File: src/rtl/issue_sequencer.sv
// rtl/issue_sequencer.sv - registered dual-issue sequencer that serialises dependent instruction pairs
module issue_sequencer #(
    parameter int PKT_W = 120,
    parameter int CNT_W = 16
) (
    input  logic             is_i_clk,
    input  logic             is_i_rst,
    input  logic             is_i_valid,
    input  logic             is_i_split,
    input  logic [PKT_W-1:0] is_i_pkt_1,
    input  logic [PKT_W-1:0] is_i_pkt_2,
    input  logic             is_i_flush,
    input  logic             is_i_stall_dn,
    output logic             is_o_ready,
    output logic             is_o_valid_1,
    output logic             is_o_valid_2,
    output logic [PKT_W-1:0] is_o_pkt_1,
    output logic [PKT_W-1:0] is_o_pkt_2,
    output logic [CNT_W-1:0] is_o_split_cnt
);

    typedef enum logic [1:0] {
        ST_EMPTY,
        ST_PAIR,
        ST_SLOT1,
        ST_SLOT2
    } state_t;

    state_t           state_q, state_d;
    logic [PKT_W-1:0] pkt1_q, pkt1_d;
    logic [PKT_W-1:0] pkt2_q, pkt2_d;
    logic [PKT_W-1:0] held_q, held_d;
    logic [CNT_W-1:0] cnt_q, cnt_d;
    logic             accept;

    // Decode is blocked while slot 2 of a split pair is still waiting to issue.
    assign is_o_ready = !is_i_rst && !is_i_stall_dn && !is_i_flush && (state_q != ST_SLOT1);
    assign accept     = is_i_valid && is_o_ready;

    // Valids derive from the state register so an async reset clears them at once.
    assign is_o_valid_1   = (state_q != ST_EMPTY);
    assign is_o_valid_2   = (state_q == ST_PAIR);
    assign is_o_pkt_1     = pkt1_q;
    assign is_o_pkt_2     = pkt2_q;
    assign is_o_split_cnt = cnt_q;

    // Next-state and datapath loads: flush beats stall, stall beats advance.
    always_comb begin
        state_d = state_q;
        pkt1_d  = pkt1_q;
        pkt2_d  = pkt2_q;
        held_d  = held_q;
        cnt_d   = cnt_q;
        if (is_i_flush) begin
            state_d = ST_EMPTY;
            held_d  = '0;
        end else if (!is_i_stall_dn) begin
            if (state_q == ST_SLOT1) begin
                state_d = ST_SLOT2;
                pkt1_d  = held_q;
            end else if (accept && !is_i_split) begin
                state_d = ST_PAIR;
                pkt1_d  = is_i_pkt_1;
                pkt2_d  = is_i_pkt_2;
            end else if (accept) begin
                state_d = ST_SLOT1;
                pkt1_d  = is_i_pkt_1;
                held_d  = is_i_pkt_2;
                if (cnt_q != '1) begin
                    cnt_d = cnt_q + 1'b1;
                end
            end else begin
                state_d = ST_EMPTY;
            end
        end
    end

    // State, packet, held-slot and counter registers.
    always_ff @(posedge is_i_clk or posedge is_i_rst) begin
        if (is_i_rst) begin
            state_q <= ST_EMPTY;
            pkt1_q  <= '0;
            pkt2_q  <= '0;
            held_q  <= '0;
            cnt_q   <= '0;
        end else begin
            state_q <= state_d;
            pkt1_q  <= pkt1_d;
            pkt2_q  <= pkt2_d;
            held_q  <= held_d;
            cnt_q   <= cnt_d;
        end
    end

endmodule

File: config.mk
export PLATFORM = sky130hd
export DESIGN_NAME = issue_sequencer
export DESIGN_NICKNAME = d
export VERILOG_FILES = /design/src/rtl/issue_sequencer.sv
export SDC_FILE = /design/constraint.sdc
export NUM_CORES = 1
export LEC_CHECK = 0
export CAP_MARGIN = 20
export CORE_AREA = 4 4 254 132
export DETAILED_ROUTE_END_ITERATION = 7
export DIE_AREA = 0 0 258 136
export PLACE_DENSITY = 0.87
export SYNTH_ARGS = -nofsm -noshare
export SYNTH_HDL_FRONTEND = slang
export SYNTH_SLANG_ARGS = --single-unit
File: constraint.sdc
create_clock -name is_i_clk -period 32.1 [get_ports is_i_clk]
set_clock_uncertainty 0.2 [all_clocks]
set_input_delay 6.42 -clock is_i_clk [delete_from_list [all_inputs] [get_ports is_i_clk]]
set_output_delay 6.42 -clock is_i_clk [all_outputs]
set_load 0.01 [all_outputs]
==> qor.json, run 1 <==
{
  "status": {
    "outcome": "completed"
  },
  "clock_tree": {
    "clock_insertion_delay_worst_skew_ns": 0.51,
    "clock_tree.root_cell": "sky130_fd_sc_hd__clkbuf_16",
    "cts_max_level": 2,
    "clock_tree_from_tritoncts": "done",
    "clk_path_buf_depth": 3,
    "numCtsBuffers": 35,
    "post-cts-setup-buffers": 0,
    "numClockSinks": 378,
    "cts.repair.resized": 0,
    "cts-hold-fix-buffers": 0,
    "clk_transition_reported_paths_ns": 0.07
  },
  "die": {
    "die_area_um2": 35100,
    "start_util": 0.495,
    "fp.coreArea_um2": 31300,
    "io-pin-count": 505,
    "fp-row-count": 46,
    "die_w_um": 258,
    "die-height_um": 136
  },
  "critical_path": {
    "worst_setup_end_kind": "output port",
    "worst_r2r_path_depth": 6,
    "timing.critical_path.arrival_ns": 7.96,
    "worstSetupPathType": "in2out",
    "timing.critical_path.fanout_max": 3,
    "r2r-end": "held_q[119]",
    "required_ns": 25.48,
    "timing.reg2reg.setup_slack_ns": 28.50,
    "worstSetupStartpointType": "input port",
    "rr_startpoint": "state_q[0]"
  },
  "sta": {
    "totalNegativeSetupSlack_ns": 0,
    "timing.final.setup_violations": 0,
    "maxSlewHeadroom": 0.324,
    "rsz0062_at_grt": "false",
    "setup_slack_of_the_critical_path_after_layout_ns": 17.52,
    "final_hold_viol_count": 0,
    "timing.final.crit_share": 0.454,
    "worst_pin_slew_ns": 1.01,
    "achievable-frequency_mhz": 68.6,
    "timing_max_transition_violations_final": 0,
    "final_period_minus_worst_setup_slack_ns": 14.58
  },
  "grt": {
    "grt_pass1_vias": 12809,
    "grt.met1_usage": 0.330,
    "initial_antenna_violation_count": 2,
    "globalRouteMet2Util": 0.457,
    "globalRouteMet3Util": 0.0798,
    "grt_overflow": 0,
    "grt.busiest_layer": "met2",
    "grtUsageTotal": 0.267,
    "wire_length_of_the_first_global_routing_pass_mm": 73.7,
    "grt_start_max_net_pins": 241
  },
  "route": {
    "ant_nets": 0,
    "wl_mm": 48.4,
    "viasPerCell": 5.32,
    "detail_route.drc_violations": 0,
    "detailroute.via_count": 12183,
    "drt-wirelength-per-cell_um": 21.1,
    "drt-pass1-iter-count": 5,
    "dr.first_iter.drc_count": 824
  },
  "yosys": {
    "post_synth_main_area_contributors": "sky130_fd_sc_hd__dfrtp_1 61%, sky130_fd_sc_hd__nand2_1 9.0%, sky130_fd_sc_hd__mux2_2 8.8%, sky130_fd_sc_hd__mux2i_1 7.8%, sky130_fd_sc_hd__a21oi_1 3.9%",
    "postSynthRegisterBits": 378,
    "ys_warn_count": 0,
    "top_count_cell_post_synth": "sky130_fd_sc_hd__dfrtp_1",
    "adder_cell_share_of_the_synthesized_area": 0.000809,
    "async_reset_ff_frac": 1.00,
    "synth.net_count": 1626,
    "synth_cell_types": 33,
    "dominant_combinational_cell_family_by_area_after_synthesis": "multiplexers",
    "synth-edff-count": 0,
    "mappedNetlistArea_um2": 15500,
    "post_syn_area_per_cell_um2": 11.2,
    "post_synth_inst_count": 1379,
    "synth-simple-area-share": 0.103,
    "synth_top_area_cell": "sky130_fd_sc_hd__dfrtp_1",
    "muxShareOfSynthArea": 0.166,
    "yosysTopAreaCellShare": 0.611,
    "synth_compound_area_frac": 0.0810,
    "ys_dominant_reg_cell": "sky130_fd_sc_hd__dfrtp_1",
    "register_area_share_after_synthesis": 0.611,
    "yosys.area_share.xor_xnor": 0.00849,
    "synth.cells.most_frequent": "378 x sky130_fd_sc_hd__dfrtp_1, 370 x sky130_fd_sc_hd__nand2_1, 121 x sky130_fd_sc_hd__a21oi_1, 121 x sky130_fd_sc_hd__mux2_2, 121 x sky130_fd_sc_hd__o21ai_0"
  },
  "finish": {
    "final_nets": 2081,
    "num-fill-cells": 2185,
    "syn2layout_area_growth_pct": 42.0,
    "antenna_cells_inserted": 0,
    "fraction_of_final_layout_cells_sized_beyond_drive_strength_1": 0.108,
    "seqCellArea_um2": 9460,
    "multi_input_area_um2": 5590
  },
  "place": {
    "port_buffers": 504,
    "post-dp-hpwl_mm": 33.4,
    "pre_cts_ws_ns": 17.53,
    "routabilityCongestion": 0.832
  },
  "hold_path": {
    "hold_path_depth": 2,
    "holdCritPathClass": "reg2reg",
    "hold_endpoint": "is_o_pkt_1[58]",
    "min_from": "is_o_pkt_1[58]"
  },
  "pwr": {
    "p_switching_w": 0.000357,
    "combinationalPowerShare": 0.236,
    "seq_power_share": 0.437,
    "power_leakage_nw": 9.09,
    "power.switching_fraction": 0.266,
    "power.density_nw_per_um2": 61.1,
    "worst_ir_drop_vdd_v": 0.0000478,
    "pwr-share-clk": 0.327,
    "internal-power_w": 0.000986
  },
  "flow_run": {
    "max-cap-violations": 0
  }
}
-- layer usage --
metal | up-vias | part of all wire | wire, um
li1 | 5563 | - | -
met1 | 6103 | 0.40 | 19400
met2 | 398 | 0.49 | 23700
met3 | 115 | 0.073 | 3510
met4 | 4 | 0.037 | 1770
met5 | - | 0.00056 | 27
-- critical path: stages --
cell and delay (ns):
sky130_fd_sc_hd__clkdlybuf4s50_1 0.57, sky130_fd_sc_hd__nor4_4 0.37, sky130_fd_sc_hd__clkdlybuf4s50_1 0.59
-- power by group through the flow --
stage / Clock (W) / Combinational (W) / Sequential [W]
final: 0.000439 / 0.000317 / 0.000588
after global routing: 0.000467 / 0.000336 / 0.000595
after CTS: 0.000446 / 0.000320 / 0.000587
after detailed placement: 0 / 0.000318 / 0.000595
after global placement: 0 / 0.000311 / 0.000590
after floorplan: 0 / 0.0000758 / 0.000623
-- per-stage QoR --
| step | utilization | total power, W | cell area [um2] | hold slack [ns] | instances |
|---|---|---|---|---|---|
| 2_1_floorplan | - | 0.000699 | 15500 | 0.301 | 1379 |
| 3_3_place_gp | 0.664 | 0.000901 | 20700 | 0.261 | 2228 |
| 3_5_place_dp | 0.664 | 0.000914 | 20700 | 0.269 | 2228 |
| 4_1_cts | 0.702 | 0.00135 | 21900 | 0.284 | 2289 |
| 5_1_grt | 0.703 | 0.00140 | 22000 | 0.303 | 2290 |
| 6_report | 0.703 | 0.00134 | 22000 | 0.280 | 2290 |
-- placed cells by master (no fill, tap or decap), types with 3 or more instances in the layout --
| cell | netlist | routed |
|---|---|---|
| sky130_fd_sc_hd__nand4_1 | 4 | 4 |
| sky130_fd_sc_hd__mux2_2 | 121 | 121 |
| sky130_fd_sc_hd__clkinv_2 | 0 | 9 |
| sky130_fd_sc_hd__nor2_1 | 8 | 8 |
| sky130_fd_sc_hd__clkinvlp_4 | 0 | 3 |
| sky130_fd_sc_hd__clkdlybuf4s50_1 | 0 | 503 |
| sky130_fd_sc_hd__nand3_1 | 4 | 4 |
| sky130_fd_sc_hd__clkbuf_16 | 0 | 37 |
| sky130_fd_sc_hd__nand2_1 | 370 | 370 |
| sky130_fd_sc_hd__clkbuf_8 | 0 | 6 |
| sky130_fd_sc_hd__mux2i_1 | 120 | 120 |
| sky130_fd_sc_hd__buf_12 | 0 | 3 |
| sky130_fd_sc_hd__bufinv_16 | 0 | 4 |
| sky130_fd_sc_hd__o21ai_0 | 121 | 121 |
| sky130_fd_sc_hd__xor2_1 | 4 | 4 |
| sky130_fd_sc_hd__xnor2_1 | 11 | 11 |
| sky130_fd_sc_hd__buf_4 | 10 | 6 |
| sky130_fd_sc_hd__dfrtp_1 | 378 | 378 |
| sky130_fd_sc_hd__a21oi_1 | 121 | 121 |
-- area by class of cell --
cell class,count,area share
clock buffer,45,0.0462
clock inverter,16,0.00854
inverter,2,0.000683
multi-input combinational,904,0.254
sequential,378,0.430
tap,432,0.0246
timing repair buffer,513,0.235
-- cell families (layout without fill, tap and decap cells) --
kind of cell	after synthesis	count (layout)
AND/OR/NAND/NOR	401	401
flip-flops	378	378
AO/OA/AOI/OAI	246	246
multiplexers	241	241
buffers and inverters	97	576
XOR/XNOR	15	15
adder cells (fa/ha/maj)	1	1
-- flip-flops by register name (all words and copies together), names as in the netlist --
name / flops
is_o_pkt_2: 120
is_o_pkt_1: 120
state_q: 2
is_o_split_cnt: 16
held_q: 120
-- worst max path at each step --
stage               startpoint         end  slack (ns)  cells past startpoint
finish                is_i_rst  is_o_ready       17.52                      3
global route          is_i_rst  is_o_ready       17.49                      3
detailed placement    is_i_rst  is_o_ready       17.53                      3
global placement      is_i_rst  is_o_ready       17.54                      3
floorplan             is_i_rst   held_q[0]       14.98                      1
CTS                   is_i_rst  is_o_ready       17.53                      3
Power figures use the tool's default switching activity.
==> run 2: changes to the inputs <==
--- a/config.mk
+++ b/config.mk
@@ -6,10 +6,10 @@
 export NUM_CORES = 1
 export LEC_CHECK = 0
 export CAP_MARGIN = 20
-export CORE_AREA = 4 4 254 132
+export CORE_AREA = 4 4 265 137
 export DETAILED_ROUTE_END_ITERATION = 7
-export DIE_AREA = 0 0 258 136
-export PLACE_DENSITY = 0.87
+export DIE_AREA = 0 0 269 141
+export PLACE_DENSITY = 0.81
 export SYNTH_ARGS = -nofsm -noshare
 export SYNTH_HDL_FRONTEND = slang
 export SYNTH_SLANG_ARGS = --single-unit
==> constraint.sdc (replaced) <==
create_clock -name is_i_clk -period 14.6 [get_ports is_i_clk]
set_clock_uncertainty 0.2 [all_clocks]
set_input_delay 2.92 -clock is_i_clk [delete_from_list [all_inputs] [get_ports is_i_clk]]
set_output_delay 2.92 -clock is_i_clk [all_outputs]
set_load 0.01 [all_outputs]
==> run 2 against run 1 <==
Utilization is 5.6 points lower. Combinational power is 120% higher. Count of clock-buffer cells in the layout is 7 higher. Global-route usage is 1.8 points lower. Design area is 0.31% higher. Sequential share of layout area is 0.13 points lower. Via count is 0.65% lower. Worst setup slack worse by 11 ns. Worst hold slack hardly changed.
==> qor.json, run 2 (synthesized netlist as in run 1, its figures left out) <==
{
  "pwr": {
    "worst_ir_drop_vdd": {"value": 0.0000962, "unit": "V", "change": "+100%"},
    "pwr-share-clk": {"value": 0.326, "change": "about the same"},
    "seq_power_share": {"value": 0.438, "change": "about the same"},
    "combinationalPowerShare": {"value": 0.235, "change": "about the same"},
    "power.density": {"value": 134, "unit": "nW/um2", "change": "+120%"},
    "internal-power": {"value": 0.00216, "unit": "W", "change": "+120%"},
    "power_leakage": {"value": 9.11, "unit": "nW", "change": "+0.30%"},
    "p_switching": {"value": 0.000787, "unit": "W", "change": "+120%"},
    "power.switching_fraction": {"value": 0.267, "change": "+0.00138"}
  },
  "critical_path": {
    "timing.critical_path.arrival": {"value": 4.48, "unit": "ns", "change": "-3.48 ns"},
    "timing.critical_path.fanout_max": {"value": 3, "change": "unchanged"},
    "path_cells": "clkdlybuf4s50_1 > nor4_4 > clkdlybuf4s50_1",
    "timing.critical_path.slowest_stage_cell": "sky130_fd_sc_hd__clkdlybuf4s50_1",
    "worst_setup_end_kind": "output port",
    "cp_num_cells": {"value": 3, "change": "unchanged"},
    "timing.critical_path.buf_inv": {"value": 2, "change": "unchanged"},
    "worst_path_most_repeated_cell": "sky130_fd_sc_hd__clkdlybuf4s50_1",
    "path_delay_family": "buffers and inverters",
    "worstSetupStartpointType": "input port",
    "worst_r2r_path_depth": {"value": 7, "change": "+1"},
    "critical-path-max-stage-delay": {"value": 0.60, "unit": "ns", "change": "about the same"},
    "worstSetupPathType": "in2out",
    "required": {"value": 11.48, "unit": "ns", "change": "-14.00 ns"}
  },
  "route": {
    "dr.first_iter.drc_count": {"value": 785, "change": "-4.7%"},
    "drt-pass1-iter-count": {"value": 5, "change": "unchanged"},
    "ant_nets": {"value": 0, "change": "unchanged"},
    "drt-wirelength-per-cell": {"value": 21.0, "unit": "um", "change": "-0.83%"},
    "wl": {"value": 48.5, "unit": "mm", "change": "+0.29%"},
    "detailroute.via_count": {"value": 12104, "change": "-0.65%"},
    "detail_route.drc_violations": {"value": 0, "change": "unchanged"},
    "viasPerCell": {"value": 5.23, "change": "-1.8%"}
  },
  "place": {
    "port_buffers": {"value": 504, "change": "unchanged"},
    "dp_cells": {"value": 2247, "change": "+0.85%"},
    "post-dp-hpwl": {"value": 33.1, "unit": "mm", "change": "-0.87%"},
    "routabilityCongestion": {"value": 0.828, "change": "-0.46%"}
  },
  "clock_tree": {
    "cts.repair.resized": {"value": 0, "change": "unchanged"},
    "numClockSinks": {"value": 378, "change": "unchanged"},
    "post-cts-setup-buffers": {"value": 0, "change": "unchanged"},
    "cts_max_level": {"value": 2, "change": "unchanged"},
    "clk_path_buf_depth": {"value": 3, "change": "unchanged"},
    "cts-hold-fix-buffers": {"value": 0, "change": "unchanged"},
    "clock_insertion_delay_worst_skew": {"value": 0.53, "unit": "ns", "change": "+0.02 ns"},
    "numCtsBuffers": {"value": 36, "change": "+2.9%"},
    "clock_tree_from_tritoncts": "done",
    "clk_transition_reported_paths": {"value": 0.07, "unit": "ns", "change": "about the same"},
    "clock_tree.root_cell": "sky130_fd_sc_hd__clkbuf_16"
  },
  "sta": {
    "worst_pin_slew": {"value": 1.07, "unit": "ns", "change": "+0.0590 ns"},
    "timing.final.setup_violations": {"value": 0, "change": "unchanged"},
    "timing.final.crit_share": 0.521,
    "maxSlewHeadroom": {"value": 0.285, "change": "-0.0393"},
    "totalNegativeSetupSlack": {"value": 0, "unit": "ns", "change": "unchanged"},
    "final_period_minus_worst_setup_slack_ns": 7.60,
    "final_hold_viol_count": {"value": 0, "change": "unchanged"},
    "rsz0062_at_grt": "false",
    "achievable-frequency_mhz": 132,
    "timing_max_transition_violations_final": {"value": 0, "change": "unchanged"}
  },
  "finish": {
    "num-fill-cells": {"value": 2605, "change": "+19%"},
    "layout_commonest_cell": "sky130_fd_sc_hd__clkdlybuf4s50_1",
    "finalCoreUtilization": {"value": 0.647, "change": "-0.0558"},
    "syn2layout_area_growth_pct": 42.4,
    "fraction_of_final_layout_cells_sized_beyond_drive_strength_1": {"value": 0.109, "change": "+0.00126"},
    "final_nets": {"value": 2084, "change": "+0.14%"},
    "layout.cells.non_filler": {"value": 2316, "change": "+1.1%"},
    "layout_common_cells": "503 x sky130_fd_sc_hd__clkdlybuf4s50_1, 378 x sky130_fd_sc_hd__dfrtp_1, 370 x sky130_fd_sc_hd__nand2_1"
  },
  "grt": {
    "wire_length_of_the_first_global_routing_pass": {"value": 74.2, "unit": "mm", "change": "+0.70%"},
    "grtUsageTotal": {"value": 0.249, "change": "-0.0180"},
    "grt_start_max_net_pins": {"value": 241, "change": "unchanged"},
    "grt_pass1_vias": {"value": 12797, "change": "-0.094%"},
    "initial_antenna_violation_count": {"value": 3, "change": "+1"},
    "grt_overflow": {"value": 0, "change": "unchanged"}
  },
  "die": {
    "die-height": {"value": 141, "unit": "um", "change": "+3.7%"},
    "start_util": {"value": 0.454, "change": "-0.0407"},
    "die_w": {"value": 269, "unit": "um", "change": "+4.3%"},
    "die_area": {"value": 37900, "unit": "um2", "change": "+8.1%"},
    "io-pin-count": {"value": 505, "change": "unchanged"},
    "fp-row-count": {"value": 48, "change": "+4.3%"},
    "fp.coreArea": {"value": 34100, "unit": "um2", "change": "+9.0%"}
  },
  "hold_path": {
    "holdCritPathClass": "reg2reg",
    "hold_path_depth": {"value": 2, "change": "unchanged"}
  },
  "status": {
    "outcome": "completed"
  },
  "flow_run": {
    "max-cap-violations": {"value": 0, "change": "unchanged"}
  }
}
-- run 2: power by group through the flow --
stage,Combinational [W],Clock (W),Sequential [W]
CTS,0.000703,0.000982,0.00129
floorplan,0.000167,0,0.00137
finish,0.000693,0.000961,0.00129
global route,0.000741,0.00103,0.00131
detailed placement,0.000698,0,0.00131
global placement,0.000683,0,0.00130
-- run 2: cell type report --
cell class / instances / area (um2) / area share
repair buffers: 515 / 5200 / 0.236
well taps: 450 / 563 / 0.0255
clock buffers: 52 / 1080 / 0.0491
diodes: 2 / 5.00 / 0.000227
inverters: 2 / 15.0 / 0.000681
clock inverters: 13 / 126 / 0.00573
multi-input cells: 904 / 5590 / 0.254
flip-flops and latches: 378 / 9460 / 0.429
-- run 2: per-stage QoR --
stage	total power, W	hold WS [ns]	cell area (um2)	setup slack, ns
finish	0.00295	0.279	22000	7.00
floorplan	0.00154	0.301	15500	0.979
global route	0.00308	0.303	22000	6.93
detailed placement	0.00201	0.269	20800	6.99
CTS	0.00298	0.283	22000	6.99
global placement	0.00198	0.262	20800	7.00
-- run 2: routing by layer --
layer | wire length (um) | share of wire | track usage
met5 | 13 | 0.00027 | 0
met4 | 1440 | 0.030 | 0.0747
met3 | 3480 | 0.072 | 0.0689
met2 | 23600 | 0.49 | 0.413
met1 | 20000 | 0.41 | 0.324
-- run 2: path summary, 6_finish.rpt --
| kind | slack, ns | start | end |
|---|---|---|---|
| min | 0.28 | is_o_pkt_1[4] | is_o_pkt_1[4] |
| min in group asynchronous | 2.89 | is_i_rst | is_o_pkt_2[101] |
| max | 7.00 | is_i_rst | is_o_ready |
| min reg2reg | 0.28 | is_o_pkt_1[4] | is_o_pkt_1[4] |
| max in group asynchronous | 8.78 | is_i_rst | is_o_pkt_2[49] |
| max reg2reg | 10.89 | state_q[0] | held_q[67] |
-- run 2: worst reg2reg max path, stage by stage (launching register included) --
cell and delay [ns]:
sky130_fd_sc_hd__dfrtp_1 0.41, sky130_fd_sc_hd__nor2b_4 0.20, sky130_fd_sc_hd__buf_12 0.66, sky130_fd_sc_hd__nand4b_4 0.69, sky130_fd_sc_hd__buf_4 0.60, sky130_fd_sc_hd__buf_4 0.53
sky130_fd_sc_hd__nand2_1 0.15, sky130_fd_sc_hd__a21oi_1 0.18
==> run 3: changes to the inputs <==
==> constraint.sdc (replaced) <==
create_clock -name is_i_clk -period 7.3 [get_ports is_i_clk]
set_clock_uncertainty 0.2 [all_clocks]
set_input_delay 1.46 -clock is_i_clk [delete_from_list [all_inputs] [get_ports is_i_clk]]
set_output_delay 1.46 -clock is_i_clk [all_outputs]
set_load 0.01 [all_outputs]
==> run 3 against run 2 <==
Non-clock buffer count is 6 higher. Combinational power rose by 100%. Critical path depth unchanged. Register-to-register slack got worse by 6.6 ns. Sequential cell count did not move. Sequential power grew 100%. Power is 100% higher. Clock power rose by 100%. Design area is 0.25% higher. Highest routed layer unchanged.
==> qor.json, run 3 (synthesized netlist as in run 1, its figures left out) <==
{
  "finish": {
    "finalCoreUtilization": {"value": 0.649, "change": "+0.00162"},
    "layout_commonest_cell": "sky130_fd_sc_hd__clkdlybuf4s50_1",
    "layout_common_cells": "503 x sky130_fd_sc_hd__clkdlybuf4s50_1, 378 x sky130_fd_sc_hd__dfrtp_1, 370 x sky130_fd_sc_hd__nand2_1",
    "final_nets": {"value": 2090, "change": "+0.29%"},
    "syn2layout_area_growth_pct": 42.8,
    "fraction_of_final_layout_cells_sized_beyond_drive_strength_1": {"value": 0.110, "change": "+0.00131"}
  },
  "grt": {
    "grtUsageTotal": {"value": 0.252, "change": "+0.00245"},
    "grt_overflow": {"value": 0, "change": "unchanged"},
    "grt_pass1_vias": {"value": 12604, "change": "-1.5%"},
    "initial_antenna_violation_count": {"value": 2, "change": "-1"},
    "grt_start_max_net_pins": {"value": 241, "change": "unchanged"},
    "wire_length_of_the_first_global_routing_pass": {"value": 74.6, "unit": "mm", "change": "+0.59%"}
  },
  "sta": {
    "timing_max_transition_violations_final": {"value": 0, "change": "unchanged"},
    "final_hold_viol_count": {"value": 0, "change": "unchanged"},
    "timing.final.setup_violations": {"value": 0, "change": "unchanged"},
    "achievable-frequency_mhz": 219,
    "timing.final.crit_share": 0.625,
    "rsz0062_at_grt": "false",
    "totalNegativeSetupSlack": {"value": 0, "unit": "ns", "change": "unchanged"},
    "timing.hold.ws": {"value": 0.278, "unit": "ns", "change": "-0.00147 ns"},
    "final_period_minus_worst_setup_slack_ns": 4.56,
    "worst_pin_slew": {"value": 1.13, "unit": "ns", "change": "+0.0543 ns"},
    "maxSlewHeadroom": {"value": 0.249, "change": "-0.0362"},
    "setup_slack_of_the_critical_path_after_layout": {"value": 2.74, "unit": "ns", "change": "-4.26 ns"}
  },
  "status": {
    "outcome": "completed"
  },
  "route": {
    "ant_nets": {"value": 0, "change": "unchanged"},
    "dr.first_iter.drc_count": {"value": 825, "change": "+5.1%"},
    "detailroute.via_count": {"value": 12162, "change": "+0.48%"},
    "drt-wirelength-per-cell": {"value": 21.0, "unit": "um", "change": "+0.23%"},
    "wl": {"value": 48.7, "unit": "mm", "change": "+0.40%"},
    "detail_route.drc_violations": {"value": 0, "change": "unchanged"},
    "drt-pass1-iter-count": {"value": 5, "change": "unchanged"},
    "viasPerCell": {"value": 5.24, "change": "+0.31%"}
  },
  "die": {
    "fp-row-count": {"value": 48, "change": "unchanged"},
    "start_util": {"value": 0.454, "change": "unchanged"},
    "io-pin-count": {"value": 505, "change": "unchanged"},
    "die_area": {"value": 37900, "unit": "um2", "change": "unchanged"},
    "fp.coreArea": {"value": 34100, "unit": "um2", "change": "unchanged"},
    "die-height": {"value": 141, "unit": "um", "change": "unchanged"},
    "die_w": {"value": 269, "unit": "um", "change": "unchanged"}
  },
  "hold_path": {
    "holdCritPathClass": "reg2reg"
  },
  "clock_tree": {
    "cts-hold-fix-buffers": {"value": 0, "change": "unchanged"},
    "post-cts-setup-buffers": {"value": 0, "change": "unchanged"},
    "clk_transition_reported_paths": {"value": 0.06, "unit": "ns", "change": "about the same"},
    "cts_max_level": {"value": 2, "change": "unchanged"},
    "cts.repair.resized": {"value": 0, "change": "unchanged"},
    "numClockSinks": {"value": 378, "change": "unchanged"},
    "clock_insertion_delay_worst_skew": {"value": 0.53, "unit": "ns", "change": "about the same"},
    "clock_tree_from_tritoncts": "done",
    "clk_path_buf_depth": {"value": 3, "change": "unchanged"},
    "numCtsBuffers": {"value": 36, "change": "unchanged"},
    "clock_tree.root_cell": "sky130_fd_sc_hd__clkbuf_16"
  },
  "place": {
    "pre_cts_ws": {"value": 2.73, "unit": "ns", "change": "-4.26 ns"},
    "routabilityCongestion": {"value": 0.821, "change": "-0.81%"},
    "post-dp-hpwl": {"value": 33.7, "unit": "mm", "change": "+1.8%"},
    "port_buffers": {"value": 504, "change": "unchanged"}
  },
  "flow_run": {
    "max-cap-violations": {"value": 0, "change": "unchanged"}
  },
  "critical_path": {
    "worstSetupPathType": "in2out",
    "required": {"value": 5.64, "unit": "ns", "change": "-5.84 ns"},
    "timing.critical_path.fanout_max": {"value": 3, "change": "unchanged"},
    "worstSetupStartpointType": "input port",
    "worst_setup_end_kind": "output port",
    "timing.critical_path.arrival": {"value": 2.90, "unit": "ns", "change": "-1.58 ns"}
  },
  "pwr": {
    "worst_ir_drop_vdd": {"value": 0.000194, "unit": "V", "change": "+100%"},
    "power.density": {"value": 267, "unit": "nW/um2", "change": "+100%"},
    "fin_total_pwr": {"value": 0.00591, "unit": "W", "change": "+100%"},
    "power_leakage": {"value": 9.13, "unit": "nW", "change": "+0.19%"}
  }
}
[run 3: final timing paths]
path | start | to | slack (ns) | cells past startpoint
hold / removal | is_o_pkt_1[106] | is_o_pkt_1[106] | 0.28 | 2
setup reg to reg | state_q[1] | held_q[96] | 4.31 | 6
min in group asynchronous | is_i_rst | state_q[0] | 1.27 | 2
max in group asynchronous | is_i_rst | held_q[56] | 4.32 | 3
hold reg to reg | is_o_pkt_1[106] | is_o_pkt_1[106] | 0.28 | 2
setup / recovery | is_i_rst | is_o_ready | 2.74 | 3
[run 3: stage by stage]
stage | std cells | cell area [um2]
floorplan | 1379 | 15500
global route | 2319 | 22100
global placement | 2251 | 20800
detailed placement | 2251 | 20800
CTS | 2315 | 22000
finish | 2320 | 22100
[run 3: area by class of cell]
type / instances / area [um2]
Antenna cell: 1 / 2.50
Clock buffer: 51 / 1050
Clock inverter: 13 / 156
Fill cell: 2598 / 12000
Inverter: 2 / 11.3
Multi-Input combinational cell: 904 / 5590
Sequential cell: 378 / 9460
Tap cell: 450 / 563
Timing Repair Buffer: 521 / 5270
[run 3: metal layers]
layer  share of wire  global-route usage
met3           0.066              0.0623
met1            0.42               0.334
met4           0.026              0.0679
met2            0.49               0.418
met5         0.00025                   0
[run 3: power breakdown]
group | switching (W) | total, W | internal [W]
Sequential | 0.000178 | 0.00258 | 0.00240
Combinational | 0.000581 | 0.00139 | 0.000810
Clock | 0.000821 | 0.00194 | 0.00111
[run 3: critical path, cell delays in order]
cell and delay, ns:
sky130_fd_sc_hd__clkdlybuf4s50_1 0.51, sky130_fd_sc_hd__nor4_4 0.33, sky130_fd_sc_hd__clkdlybuf4s50_1 0.60
